<file path="src/rtl/cdc_handshake_tx.sv">
// Source side of a four-phase req/ack clock-domain-crossing handshake.
// A word is captured on accept and held on data_out while req_out walks the
// destination through raise-req / see-ack / drop-req / see-ack-drop.
module cdc_handshake_tx #(
  parameter int unsigned DATA_WIDTH  = 8,
  parameter int unsigned SYNC_STAGES = 2
) (
  input  logic                  src_clk,
  input  logic                  rst,
  input  logic [DATA_WIDTH-1:0] in_data,
  input  logic                  in_valid,
  output logic                  in_ready,
  input  logic                  ack_async,
  output logic                  req_out,
  output logic [DATA_WIDTH-1:0] data_out,
  output logic                  busy,
  output logic                  done
);

  // Reject synchronizer depths outside the supported range at elaboration.
  if (SYNC_STAGES < 2 || SYNC_STAGES > 4) begin : g_bad_sync_stages
    $error("cdc_handshake_tx: SYNC_STAGES must be in 2..4");
  end

  typedef enum logic [1:0] {
    ST_IDLE = 2'd0,
    ST_REQ  = 2'd1,
    ST_DROP = 2'd2
  } state_t;

  state_t                 state;
  logic [SYNC_STAGES-1:0] ack_chain;
  logic                   ack_sync;
  logic                   accept;

  // Synchronizer for the destination acknowledge; only the last stage is used.
  always_ff @(posedge src_clk) begin
    if (rst) begin
      ack_chain <= '0;
    end else begin
      ack_chain <= {ack_chain[SYNC_STAGES-2:0], ack_async};
    end
  end

  assign ack_sync = ack_chain[SYNC_STAGES-1];

  // A stale ack still high from a previous transfer blocks a new accept.
  assign in_ready = (state == ST_IDLE) && !ack_sync;
  assign accept   = in_valid && in_ready;

  // Handshake FSM; req_out, data_out, busy and done are all flops.
  always_ff @(posedge src_clk) begin
    if (rst) begin
      state    <= ST_IDLE;
      req_out  <= 1'b0;
      data_out <= '0;
      busy     <= 1'b0;
      done     <= 1'b0;
    end else begin
      done <= 1'b0;
      case (state)
        ST_IDLE: begin
          if (accept) begin
            data_out <= in_data;
            req_out  <= 1'b1;
            busy     <= 1'b1;
            state    <= ST_REQ;
          end
        end
        ST_REQ: begin
          if (ack_sync) begin
            req_out <= 1'b0;
            state   <= ST_DROP;
          end
        end
        ST_DROP: begin
          if (!ack_sync) begin
            busy  <= 1'b0;
            done  <= 1'b1;
            state <= ST_IDLE;
          end
        end
        default: begin
          req_out <= 1'b0;
          busy    <= 1'b0;
          state   <= ST_IDLE;
        end
      endcase
    end
  end

endmodule

</file>
<file path="config.mk">
export PLATFORM = sky130hd
export DESIGN_NAME = cdc_handshake_tx
export DESIGN_NICKNAME = d
export VERILOG_FILES = /design/src/rtl/cdc_handshake_tx.sv
export SDC_FILE = /design/constraint.sdc
export NUM_CORES = 1
export LEC_CHECK = 0
export BUFFER_PORTS_ARGS = -buffer_cell sky130_fd_sc_hd__buf_4
export CAP_MARGIN = 20
export CORE_AREA = 5 5 42 44
export DETAILED_ROUTE_END_ITERATION = 8
export DIE_AREA = 0 0 47 49
export PLACE_DENSITY = 0.78
export SLEW_MARGIN = 15
export SYNTH_ARGS = -nofsm -noshare
export SYNTH_HDL_FRONTEND = slang
export SYNTH_SLANG_ARGS = --single-unit
export TNS_END_PERCENT = 10
</file>
<file path="constraint.sdc">
create_clock -name src_clk -period 2 [get_ports src_clk]
set_clock_uncertainty 0.2 [all_clocks]
set_input_delay 0.4 -clock src_clk [delete_from_list [all_inputs] [get_ports src_clk]]
set_output_delay 0.4 -clock src_clk [all_outputs]
set_load 0.005 [all_outputs]
</file>
==> results of run 1 <==
## cells in the final DEF, fill, tap and decap left out, types with 2 or more instances in the layout
cell and count:
buf_4 24, dfxtp_1 15, mux2i_1 8, nand2b_1 18
nor2b_1 2, a31oi_1 2, clkbuf_4 3
## power groups by stage
stage / registers (mW) / clock network (mW) / logic [mW]
2_1_floorplan: 0.336 / 0 / 0.0550
3_3_place_gp: 0.339 / 0 / 0.0970
3_5_place_dp: 0.339 / 0 / 0.0988
4_1_cts: 0.333 / 0.175 / 0.0989
5_1_grt: 0.335 / 0.185 / 0.108
6_report: 0.333 / 0.165 / 0.0969
## worst max-delay path by stage
| stage | start | to | slack, ps | cells after the start |
|---|---|---|---|---|
| CTS | state[0]$_SDFFE_PP0P_ | in_ready | 360 | 2 |
| floorplan | state[0]$_SDFFE_PP0P_ | busy$_SDFFE_PP0P_ | 680 | 3 |
| finish | state[0]$_SDFFE_PP0P_ | in_ready | 370 | 2 |
| detailed placement | in_valid | busy$_SDFFE_PP0P_ | 610 | 3 |
| global placement | in_valid | data_out[5]$_SDFFE_PP0P_ | 650 | 4 |
| global route | state[0]$_SDFFE_PP0P_ | in_ready | 290 | 2 |
## logic make-up after synthesis
kind of cell,Yosys count,synth area share [%]
xor+xnor,1,1.38
buf+inv,5,4.93
flops,15,47.3
mux,8,12.6
simple gates,29,31.8
compound gates,2,1.97
## per-stage QoR
| step | total power, mW | worst slack [ps] | cells | utilization (%) |
|---|---|---|---|---|
| floorplan | 0.391 | 677 | 60 | - |
| global placement | 0.436 | 647 | 95 | 57.3 |
| detailed placement | 0.438 | 610 | 95 | 57.3 |
| CTS | 0.606 | 365 | 99 | 59.3 |
| global route | 0.627 | 294 | 99 | 59.3 |
| finish | 0.595 | 375 | 99 | 59.3 |
## final cells by class
type / count / area [µm²] / area share, %
Tap cell: 16 / 20.0 / 2.41
Multi-Input combinational cell: 40 / 303 / 36.4
Sequential cell: 15 / 300 / 36.1
Clock inverter: 1 / 5.00 / 0.602
Timing Repair Buffer: 24 / 180 / 21.7
Clock buffer: 3 / 22.5 / 2.71
## sequential cells by signal, indices dropped and copies added (netlist names)
| signal | cells |
|---|---|
| data_out | 8 |
| ack_chain | 2 |
| state | 2 |
| busy | 1 |
| done | 1 |
| req_out | 1 |
## worst reg2reg max path: cells and delay by family (launching register included)
family          cells  cell delay, ps
flops               1             400
compound gates      1             150
simple gates        1             560
## layer usage
layer	global-route usage [%]	share of wire, %	routed length [µm]
met5	0	0	0
met4	4.15	0	0
met3	4.43	8.9	98
met2	14.9	43	480
met1	13.7	48	527
==> reports/results.tsv, run 1 <==
stage	metric	value	unit
hold_path	hold path start	ack_async	
critical_path	R2R setup slack	610	ps
power	Gate power share	16.3	%
global_route	vias in the first global route	449	
sta	Setup TNS Final	0	ps
cts	H-tree levels	1	
sta	relative slew slack	80.7	%
detailed_routing	drt pass-1 iters	3	
global_route	antenna violations before repair	0	
global_route	Overflow after GRT	0	
placement	hpwl dp	824	µm
placement	placed inst area	803	µm²
critical_path	FF-to-FF path depth	2	
placement	I/O Buffers	23	
synth	largest cells by area after synthesis	dfxtp_1 47%, nand2b_1 18%, mux2i_1 13%	
hold_path	min-delay worst type	primary input to register	
sta	unrepaired setup endpoints after global routing	false	
run_status	status	complete, no violations	
cts	PostCTS Resize Cnt	0	
cells_and_area	Ant. Diodes	0	
critical_path	crit start category	register	
cells_and_area	fin area	831	µm²
power	peak supply drop	333	µV
global_route	pin count of the biggest net entering global routing	24	
synth	Cell Area, Synth	634	µm²
floorplan	Cell Rows	14	
detailed_routing	Via-to-Cell Ratio	4.70	
cells_and_area	area grow syn2layout	31.0	%
floorplan	Die X	47	µm
critical_path	CP max stage delay	400	ps
detailed_routing	DRC viols	0	
hold_path	hold depth	2	
sta	fin crit share	81.3	%
cts	clock sinks	15	
synth	Post-synth EDFFs	0	
power	Sw Share	23.4	%
sta	Hold Violations, Final	0	
detailed_routing	final antenna-violating net count	0	
synth	Synth area leader	dfxtp_1	
floorplan	Die ar.	0.00230	mm²
detailed_routing	via count	465	
floorplan	Initial Utilization	45.3	%
critical_path	Setup CP Type	register to output pin	
cts	Max clock buf depth	2	
critical_path	worst endpoint required time	1400	ps
synth	Synth top area share	47.3	%
cells_and_area	ratio of cells with drive above 1 in the final layout	37.3	%
synth	Syn. warnings	0	
sta	Post-Route Hold Slack	135	ps
synth	sequential fraction of the synthesis area	47.3	%
hold_path	Min-Delay Endpoint	ack_chain[0]$_SDFF_PP0_	
synth	post-synth cell types	19	
sta	Final Max Tran Viols	0	
synth	synthesized area per cell	10.6	µm²
detailed_routing	Wirelength per Cell	11.2	µm
sta	Final Critical Period	1630	ps
cts	post-CTS setup buffers	0	
detailed_routing	Detailed Route Iter0 Violations	5	
critical_path	crit-path cells	nor3_1 -> buf_4	
cells_and_area	Final nets	96	
cts	CTS Root Cell	clkbuf_4	
sta	final setup vio count	0	
cells_and_area	fillers	124	
synth	asr flop ratio synth	0	%
flow_run	max_cap viols	0	
power	Int Power	455	µW
synth	cells after synthesis	60	
critical_path	Critical-path top delay cell	dfxtp_1	
critical_path	crit-path leading delay family	flip-flops	
critical_path	Critical R2R Launch	state[0]$_SDFFE_PP0P_	
critical_path	worst-path maximum fanout	8	
floorplan	Top Ports	24	
sta	Max Clk Rate	0.615	GHz
critical_path	WP data arrival	1030	ps
cts	CTS Buf Count	3	
critical_path	RR Endpoint	busy$_SDFFE_PP0P_	
placement	gp weighted congestion	0.760	
synth	most frequent cells after synthesis	18 x nand2b_1, 15 x dfxtp_1, 8 x mux2i_1	
power	power density over the cells	716	mW/mm²
cts	CTS tree	done	
floorplan	CORE AREA	0.00140	mm²
critical_path	Critical Path End Type	output pin	
power	leakage	0.359	nW
global_route	total track usage	10.5	%
synth	most frequent cell after synthesis	nand2b_1	
synth	top_reg_cell synth	dfxtp_1	
detailed_routing	final wirelength	1110	µm
power	Net Switching	139	µW
cts	later-pin clock latency in the skew report	270	ps
critical_path	CP Buf/Inv Count	1	
power	clock network fraction of total power	27.8	%
power	sequential power share	55.9	%
cts	cts hold-fix bufs	0	
sta	Least-Margin Pin Slew	285	ps
cts	clock slew at the register clock pins of the worst setup and hold paths	90	ps
global_route	first-pass GRT wire length	1830	µm
synth	post-synth net total	72	
synth	Synth Register Bits	15	
floorplan	Die Span Y	49	µm
Power figures use the tool's default switching activity.
==> inputs of run 2 (changes only) <==
--- a/config.mk
+++ b/config.mk
@@ -5,12 +5,13 @@
 export SDC_FILE = /design/constraint.sdc
 export NUM_CORES = 1
 export LEC_CHECK = 0
+export ABC_AREA = 1
 export BUFFER_PORTS_ARGS = -buffer_cell sky130_fd_sc_hd__buf_4
 export CAP_MARGIN = 20
-export CORE_AREA = 5 5 42 44
+export CORE_MARGIN = 5
+export CORE_UTILIZATION = 43
 export DETAILED_ROUTE_END_ITERATION = 8
-export DIE_AREA = 0 0 47 49
-export PLACE_DENSITY = 0.78
+export PLACE_DENSITY = 0.73
 export SLEW_MARGIN = 15
 export SYNTH_ARGS = -nofsm -noshare
 export SYNTH_HDL_FRONTEND = slang
==> constraint.sdc (replaced) <==
create_clock -name src_clk -period 1.4 [get_ports src_clk]
set_clock_uncertainty 0.2 [all_clocks]
set_input_delay 0.28 -clock src_clk [delete_from_list [all_inputs] [get_ports src_clk]]
set_output_delay 0.28 -clock src_clk [all_outputs]
set_load 0.005 [all_outputs]
==> run 2 against run 1 <==
Net effect: the flow now finishes with violations (negative setup slack); worst hold slack got worse by 13 ps; combinational power rose by 120%; area after synthesis up 13%; final area up 19%; flip-flop and latch count is the same; clock power rose by 52%; via count grew 38%; clock-buffer cell count increased by 1; first-iteration DRC count grew 20%; critical path depth unchanged; utilization increased by 4.7 points; synthesized cell count up 65%; critical path type unchanged; highest routed layer is now met4.
==> reports/results.tsv, run 2 <==
stage	metric	value	unit	change
run_status	status	finished with violations		
run_status	failing checks	negative setup slack		
cells_and_area	number of flip-flops in the largest register	8		unchanged
cells_and_area	Regs by FF count	data_out (8), ack_chain (2), state (2)		
critical_path	FF-to-FF path depth	6		+4
detailed_routing	Detailed Route Iter0 Violations	6		+1
hold_path	Min-Delay Endpoint	data_out[6]$_SDFFE_PP0P_		
global_route	total track usage	12.4	%	+1.8 points
synth	Compound-Gate Fraction of Synth Area	2.78	%	+0.81 points
power	overall power	934	µW	+57%
sta	Final Critical Period	1420	ps	
critical_path	Critical Path End Type	output pin		
placement	placed inst area	890	µm²	+11%
sta	unrepaired setup endpoints after global routing	true		
synth	top_reg_cell synth	dfxtp_1		
floorplan	Cell Rows	14		unchanged
placement	hpwl dp	1050	µm	+27%
synth	Synth Area in XOR/XNOR	0	%	-1.4 points
hold_path	hold depth	5		+3
synth	asr flop ratio synth	0	%	unchanged
cells_and_area	most common cell after layout, fill and taps aside	buf_4		
detailed_routing	Wirelength per Cell	10.2	µm	-8.3%
sta	Final WS setup	-19.2	ps	-394 ps
cts	Max clock buf depth	2		unchanged
critical_path	Critical Path Start	state[0]$_SDFFE_PP0P_		
synth	Syn. warnings	0		unchanged
detailed_routing	met2 WL	714	µm	+49%
cts	CTS Buf Count	3		unchanged
detailed_routing	DRC viols	0		unchanged
critical_path	Critical R2R Launch	state[1]$_SDFFE_PP0P_		
sta	Final Max Tran Viols	0		unchanged
cts	H-tree levels	1		unchanged
cells_and_area	fillers	146		+18%
cts	clock slew at the register clock pins of the worst setup and hold paths	90	ps	about the same
synth	mux cell area share after synthesis	0	%	-13 points
detailed_routing	Via-to-Cell Ratio	4.35		-7.3%
critical_path	Setup CP Type	register to output pin		
global_route	vias in the first global route	563		+25%
synth	cells after synthesis	99		+65%
synth	Post-synth EDFFs	0		unchanged
global_route	Overflow after GRT	0		unchanged
cts	later-pin clock latency in the skew report	290	ps	+20 ps
power	power density over the cells	947	mW/mm²	+32%
global_route	antenna violations before repair	0		unchanged
synth	largest cells by area after synthesis	dfxtp_1 42%, inv_1 15%, nand2_1 12%		
synth	Synth top area share	41.7	%	-5.6 points
floorplan	Die Span Y	50.9	µm	+3.9%
power	leakage	0.548	nW	+53%
cts	CTS tree	done		
floorplan	Die X	50.9	µm	+8.3%
sta	Least-Margin Pin Slew	194	ps	-91.5 ps
cells_and_area	Most flops, register	data_out		
cts	CTS Root Cell	clkbuf_4		
global_route	pin count of the biggest net entering global routing	14		-42%
synth	Cell Area, Synth	719	µm²	+13%
detailed_routing	drt pass-1 iters	4		+1
synth	sequential fraction of the synthesis area	41.7	%	-5.6 points
critical_path	worst-path maximum fanout	2		-6
floorplan	Top Ports	24		unchanged
synth	post-synth net total	111		+54%
synth	post-synthesis adder-cell area fraction	0	%	unchanged
synth	largest family of logic cells by synthesized area	simple AND/OR/NAND/NOR gates		
sta	fin crit share	101	%	
cts	clock sinks	15		unchanged
detailed_routing	via count	640		+38%
detailed_routing	final antenna-violating net count	0		unchanged
synth	synthesized area per cell	7.27	µm²	-31%
floorplan	Initial Utilization	46.7	%	+1.4 points
cells_and_area	fin area	986	µm²	+19%
synth	Synth Register Bits	15		unchanged
critical_path	crit start category	register		
critical_path	RR Endpoint	data_out[7]$_SDFFE_PP0P_		
sta	relative slew slack	87.1	%	+6.4 points
floorplan	Die ar.	0.00259	mm²	+13%
cells_and_area	area grow syn2layout	37.0	%	
detailed_routing	WL met1	631	µm	+20%
cells_and_area	Ant. Diodes	0		unchanged
critical_path	WP data arrival	940	ps	-90 ps
critical_path	worst endpoint required time	920	ps	-480 ps
cells_and_area	most frequent cells in the layout	29 x buf_4, 28 x inv_1, 23 x nand2_1		
detailed_routing	DR top layer	met4		
hold_path	hold path start	in_data[6]		
flow_run	max_cap viols	0		unchanged
synth	post-synth cell types	16		-3
cells_and_area	Final nets	144		+50%
placement	gp weighted congestion	0.761		+0.14%
cells_and_area	ratio of cells with drive above 1 in the final layout	38.2	%	+0.82 points
sta	final setup vio count	1		+1
synth	Synth area leader	dfxtp_1		
sta	Post-Route Hold Slack	122	ps	-13.3 ps
synth	most frequent cells after synthesis	28 x inv_1, 23 x nand2_1, 15 x dfxtp_1, 9 x nor2_2, 8 x nand4_1		
critical_path	R2R setup slack	80	ps	-530 ps
hold_path	min-delay worst type	primary input to register		
detailed_routing	met3 wire length	149	µm	+52%
cells_and_area	multi-input logic area	282	µm²	-7.0%
global_route	first-pass GRT wire length	2440	µm	+34%
synth	simple-gate share of the synthesized area	35.7	%	+3.9 points
sta	Hold Violations, Final	0		unchanged
synth	most frequent cell after synthesis	inv_1		
placement	I/O Buffers	23		unchanged
detailed_routing	final wirelength	1510	µm	+36%
sta	Max Clk Rate	0.705	GHz	
floorplan	CORE AREA	0.00154	mm²	+10%
cells_and_area	FF/Latch Area	307	µm²	+2.1%
power	peak supply drop	518	µV	+56%
[run 2: changes by cell type after synthesis, sizes merged, moves of 2 or more]
| cell | previous run | this run |
|---|---|---|
| nand2b | 18 | 0 |
| nand4 | 0 | 8 |
| mux2i | 8 | 0 |
| nor2b | 2 | 0 |
| nor4b | 2 | 0 |
| a31oi | 2 | 0 |
| inv | 0 | 30 |
| a21oi | 0 | 2 |
| nor2 | 1 | 13 |
| nand2 | 0 | 23 |
[run 2: area by class of cell]
type | instances | area share, %
clock buffer | 4 | 2.66
multi-input combinational | 51 | 28.6
timing repair buffer | 31 | 24.1
inverter | 30 | 11.5
sequential | 15 | 31.1
tap | 16 | 2.03
[run 2: kinds of logic (layout without fill, tap and decap cells)]
family,after synthesis,in the layout
compound gates,3,3
simple gates,48,48
buf+inv,33,65
flops,15,15
[run 2: report_power, final]
part / switching, mW / internal (mW)
Sequential: 0.0165 / 0.456
Clock: 0.140 / 0.111
Combinational: 0.101 / 0.109
Total: 0.258 / 0.676
[run 2: worst max-delay path by stage]
| stage | depth (start not counted) | to | slack (ps) |
|---|---|---|---|
| after floorplan | 5 | data_out[0]$_SDFFE_PP0P_ | 300 |
| after global placement | 5 | data_out[6]$_SDFFE_PP0P_ | 170 |
| after detailed placement | 5 | data_out[7]$_SDFFE_PP0P_ | 140 |
| after CTS | 2 | in_ready | -20 |
| after global routing | 2 | in_ready | -60 |
| final | 2 | in_ready | -20 |
[run 2: layer usage]
metal  vias to the layer above  track usage, %
met5                         -               0
met4                         0            7.66
met3                         2            4.65
met2                        21            19.2
met1                       265            14.2
li1                        352               -
[run 2: per-stage QoR]
stage | util, % | setup TNS, ps | worst slack (ps) | std cells
final | 64.0 | -19.2 | -19.2 | 147
after global routing | 64.0 | -59.0 | -55.1 | 147
after CTS | 62.3 | -22.4 | -22.4 | 144
after detailed placement | 57.7 | 0 | 142 | 136
after global placement | 57.7 | 0 | 174 | 136
after floorplan | - | 0 | 297 | 99
[run 2: what timing repair did]
item | 4_1_cts | 5_1_grt
resized for setup | 4 | 2
endpoints found under the hold margin | 3 | 0
hold buffers | 2 | 0
pin swaps | 0 | 1
buffers inserted | 2 | 3
setup endpoints to repair | 1 | 11
[run 2: critical path, stage by stage (launching register included)]
cell     delay (ps)
dfxtp_2         330
nor3_2          180
buf_4           130
==> inputs of run 3 (changes only) <==
--- a/config.mk
+++ b/config.mk
@@ -5,13 +5,13 @@
 export SDC_FILE = /design/constraint.sdc
 export NUM_CORES = 1
 export LEC_CHECK = 0
-export ABC_AREA = 1
+export ABC_AREA = 0
 export BUFFER_PORTS_ARGS = -buffer_cell sky130_fd_sc_hd__buf_4
 export CAP_MARGIN = 20
 export CORE_MARGIN = 5
-export CORE_UTILIZATION = 43
+export CORE_UTILIZATION = 41
 export DETAILED_ROUTE_END_ITERATION = 8
-export PLACE_DENSITY = 0.73
+export PLACE_DENSITY = 0.71
 export SLEW_MARGIN = 15
 export SYNTH_ARGS = -nofsm -noshare
 export SYNTH_HDL_FRONTEND = slang
==> run 3 against run 2 <==
Net effect: the flow still finishes with violations (negative setup slack); largest power group unchanged; die area shrank 6.1%; critical path depth up 1; clock power down 6%; combinational power shrank 25%; critical path type unchanged; via count is 22% lower; first-iteration DRC count up 33%; fmax fell by 4.4%; largest cell class is now multi-input combinational cells.
==> reports/results.tsv, run 3 (synthesis gave the netlist of run 1 again) <==
stage	metric	value	unit	change
run_status	status	finished with violations		
run_status	failing checks	negative setup slack		
sta	Final WS setup	-83.9	ps	-64.7 ps
floorplan	Die X	49.3	µm	-3.1%
power	Net Switching	199	µW	-23%
critical_path	R2R setup slack	-20	ps	-100 ps
global_route	antenna violations before repair	0		unchanged
cells_and_area	Regs by FF count	data_out (8), ack_chain (2), state (2)		
cts	CTS tree	done		
critical_path	Critical R2R Launch	state[1]$_SDFFE_PP0P_		
cells_and_area	fillers	137		-6.2%
cells_and_area	number of flip-flops in the largest register	8		unchanged
sta	fin crit share	106	%	+4.6 points
global_route	total track usage	9.57	%	-2.8 points
floorplan	CORE AREA	0.00149	mm²	-3.4%
sta	Final Max Tran Viols	0		unchanged
cts	Max clock buf depth	2		unchanged
critical_path	Critical Path End Type	output pin		
critical_path	RR Endpoint	data_out[4]$_SDFFE_PP0P_		
cts	CTS Buf Count	3		unchanged
cells_and_area	area grow syn2layout	40.6	%	
sta	final setup vio count	11		+10
detailed_routing	final antenna-violating net count	0		unchanged
power	clock network fraction of total power	27.5	%	+0.6 points
flow_run	max_cap viols	0		unchanged
floorplan	Cell Rows	14		unchanged
detailed_routing	Wirelength per Cell	11.4	µm	+11%
cts	later-pin clock latency in the skew report	270	ps	-20 ps
sta	Least-Margin Pin Slew	251	ps	+57.6 ps
sta	Max Clk Rate	0.674	GHz	-4.4%
sta	Hold Violations, Final	0		unchanged
critical_path	Setup CP Type	register to output pin		
power	Int Power	666	µW	-1.5%
placement	gp weighted congestion	0.650		-15%
placement	I/O Buffers	23		unchanged
critical_path	Critical Path Start	state[0]$_SDFFE_PP0P_		
floorplan	Top Ports	24		unchanged
power	leakage	0.391	nW	-29%
cts	CTS Root Cell	clkbuf_4		
detailed_routing	drt pass-1 iters	4		unchanged
power	peak supply drop	608	µV	+17%
critical_path	worst endpoint required time	920	ps	about the same
cells_and_area	most common cell after layout, fill and taps aside	buf_4		
floorplan	Initial Utilization	42.6	%	-4.1 points
detailed_routing	final wirelength	1200	µm	-21%
power	Sw Share	23.0	%	-4.6 points
placement	DP Worst Slack	98.4	ps	-43.3 ps
detailed_routing	DRC viols	0		unchanged
global_route	pin count of the biggest net entering global routing	24		+10
cells_and_area	Ant. Diodes	0		unchanged
sta	relative slew slack	83.0	%	-4.1 points
floorplan	Die ar.	0.00243	mm²	-6.1%
floorplan	Die Span Y	49.3	µm	-3.1%
sta	Final Critical Period	1480	ps	+64.7 ps
power	sequential power share	54.3	%	+3.7 points
critical_path	FF-to-FF path depth	4		-2
cells_and_area	ratio of cells with drive above 1 in the final layout	43.8	%	+5.7 points
global_route	vias in the first global route	436		-23%
critical_path	Worst Setup EP	in_ready		
critical_path	crit-path cells	buf_6 -> nor3_2 -> buf_4		
cts	cts hold-fix bufs	0		-2
power	Gate power share	18.2	%	-4.3 points
detailed_routing	Detailed Route Iter0 Violations	8		+2
cts	clock sinks	15		unchanged
cells_and_area	Non-Filler Instances	105		-29%
critical_path	WP data arrival	1000	ps	+60 ps
cts	clock slew at the register clock pins of the worst setup and hold paths	80	ps	about the same
cells_and_area	most frequent cells in the layout	28 x buf_4, 18 x nand2b_1, 13 x dfxtp_1		
critical_path	worst-path maximum fanout	5		+3
power	power density over the cells	969	mW/mm²	+2.3%
cts	H-tree levels	1		unchanged
global_route	Overflow after GRT	0		unchanged
sta	unrepaired setup endpoints after global routing	true		
critical_path	Critical-path top delay cell	dfxtp_2		
detailed_routing	via count	498		-22%
critical_path	crit start category	register		
cells_and_area	Final nets	102		-29%
cells_and_area	Most flops, register	data_out		
hold_path	min-delay worst type	primary input to register		
placement	hpwl dp	835	µm	-20%
global_route	first-pass GRT wire length	1860	µm	-24%
placement	Placed Cells	97		-29%
detailed_routing	Via-to-Cell Ratio	4.74		+8.9%
critical_path	CP max stage delay	340	ps	about the same
[run 3: cell types whose count changed in the layout (fill, tap and decap cells not counted), sizes merged, moves of 8 or more]
cell,before,now
inv,29,0
mux2i,0,8
nand2,23,0
nand2b,0,18
nand4,8,0
nor2,13,1
[run 3: cell type report]
type,instances,area [µm²],share of cell area [%]
clock buffer,4,26.3,2.95
multi-input combinational,40,308,34.5
sequential,15,305,34.2
tap,16,20.0,2.24
timing repair buffer,30,233,26.1
[run 3: what timing repair did]
action | CTS | global route
endpoints found under the setup margin | 1 | 11
setup buffers | 3 | 1
gates resized for setup | 5 | 1
pin swaps | 1 | 1
[run 3: worst min-delay path by stage]
stage	endpoint	depth (start not counted)	slack (ps)	start
detailed placement	ack_chain[1]$_SDFF_PP0_	1	230	ack_chain[0]$_SDFF_PP0_
global route	ack_chain[0]$_SDFF_PP0_	2	30	ack_async
CTS	ack_chain[0]$_SDFF_PP0_	2	10	ack_async
finish	ack_chain[0]$_SDFF_PP0_	2	20	ack_async
global placement	ack_chain[1]$_SDFF_PP0_	1	220	ack_chain[0]$_SDFF_PP0_
floorplan	ack_chain[0]$_SDFF_PP0_	1	210	ack_async
[run 3: power by group through the flow]
stage | logic (mW) | clock network [mW] | registers (mW)
finish | 0.157 | 0.237 | 0.470
global route | 0.172 | 0.265 | 0.473
CTS | 0.155 | 0.253 | 0.469
detailed placement | 0.147 | 0 | 0.481
global placement | 0.145 | 0 | 0.481
floorplan | 0.0786 | 0 | 0.480
[run 3: per-stage QoR]
| step | hold WS (ps) | power (mW) | utilization (%) | instance area (µm²) | TNS (ps) |
|---|---|---|---|---|---|
| after global placement | 221 | 0.626 | 55.0 | 818 | 0 |
| after CTS | 11.5 | 0.877 | 59.2 | 881 | -236 |
| after detailed placement | 230 | 0.629 | 55.0 | 818 | 0 |
| final | 17.8 | 0.864 | 59.9 | 892 | -184 |
| after floorplan | 208 | 0.558 | - | 634 | 0 |
| after global routing | 33.3 | 0.910 | 59.9 | 892 | -667 |
[run 3: layer usage]
| metal | global-route usage (%) | vias to the layer above | wire length (µm) |
|---|---|---|---|
| met5 | 0 | - | 0 |
| met4 | 4.04 | 0 | 12 |
| met3 | 3.36 | 2 | 59 |
| met2 | 15.5 | 12 | 590 |
| met1 | 11.3 | 226 | 534 |
| li1 | - | 258 | - |
[run 3: worst max-delay path, delay by kind of cell (launching register included)]
kind / cells / cell delay, ps
and+or+nand+nor: 1 / 150
buffers and inverters: 2 / 240
DFF: 1 / 340
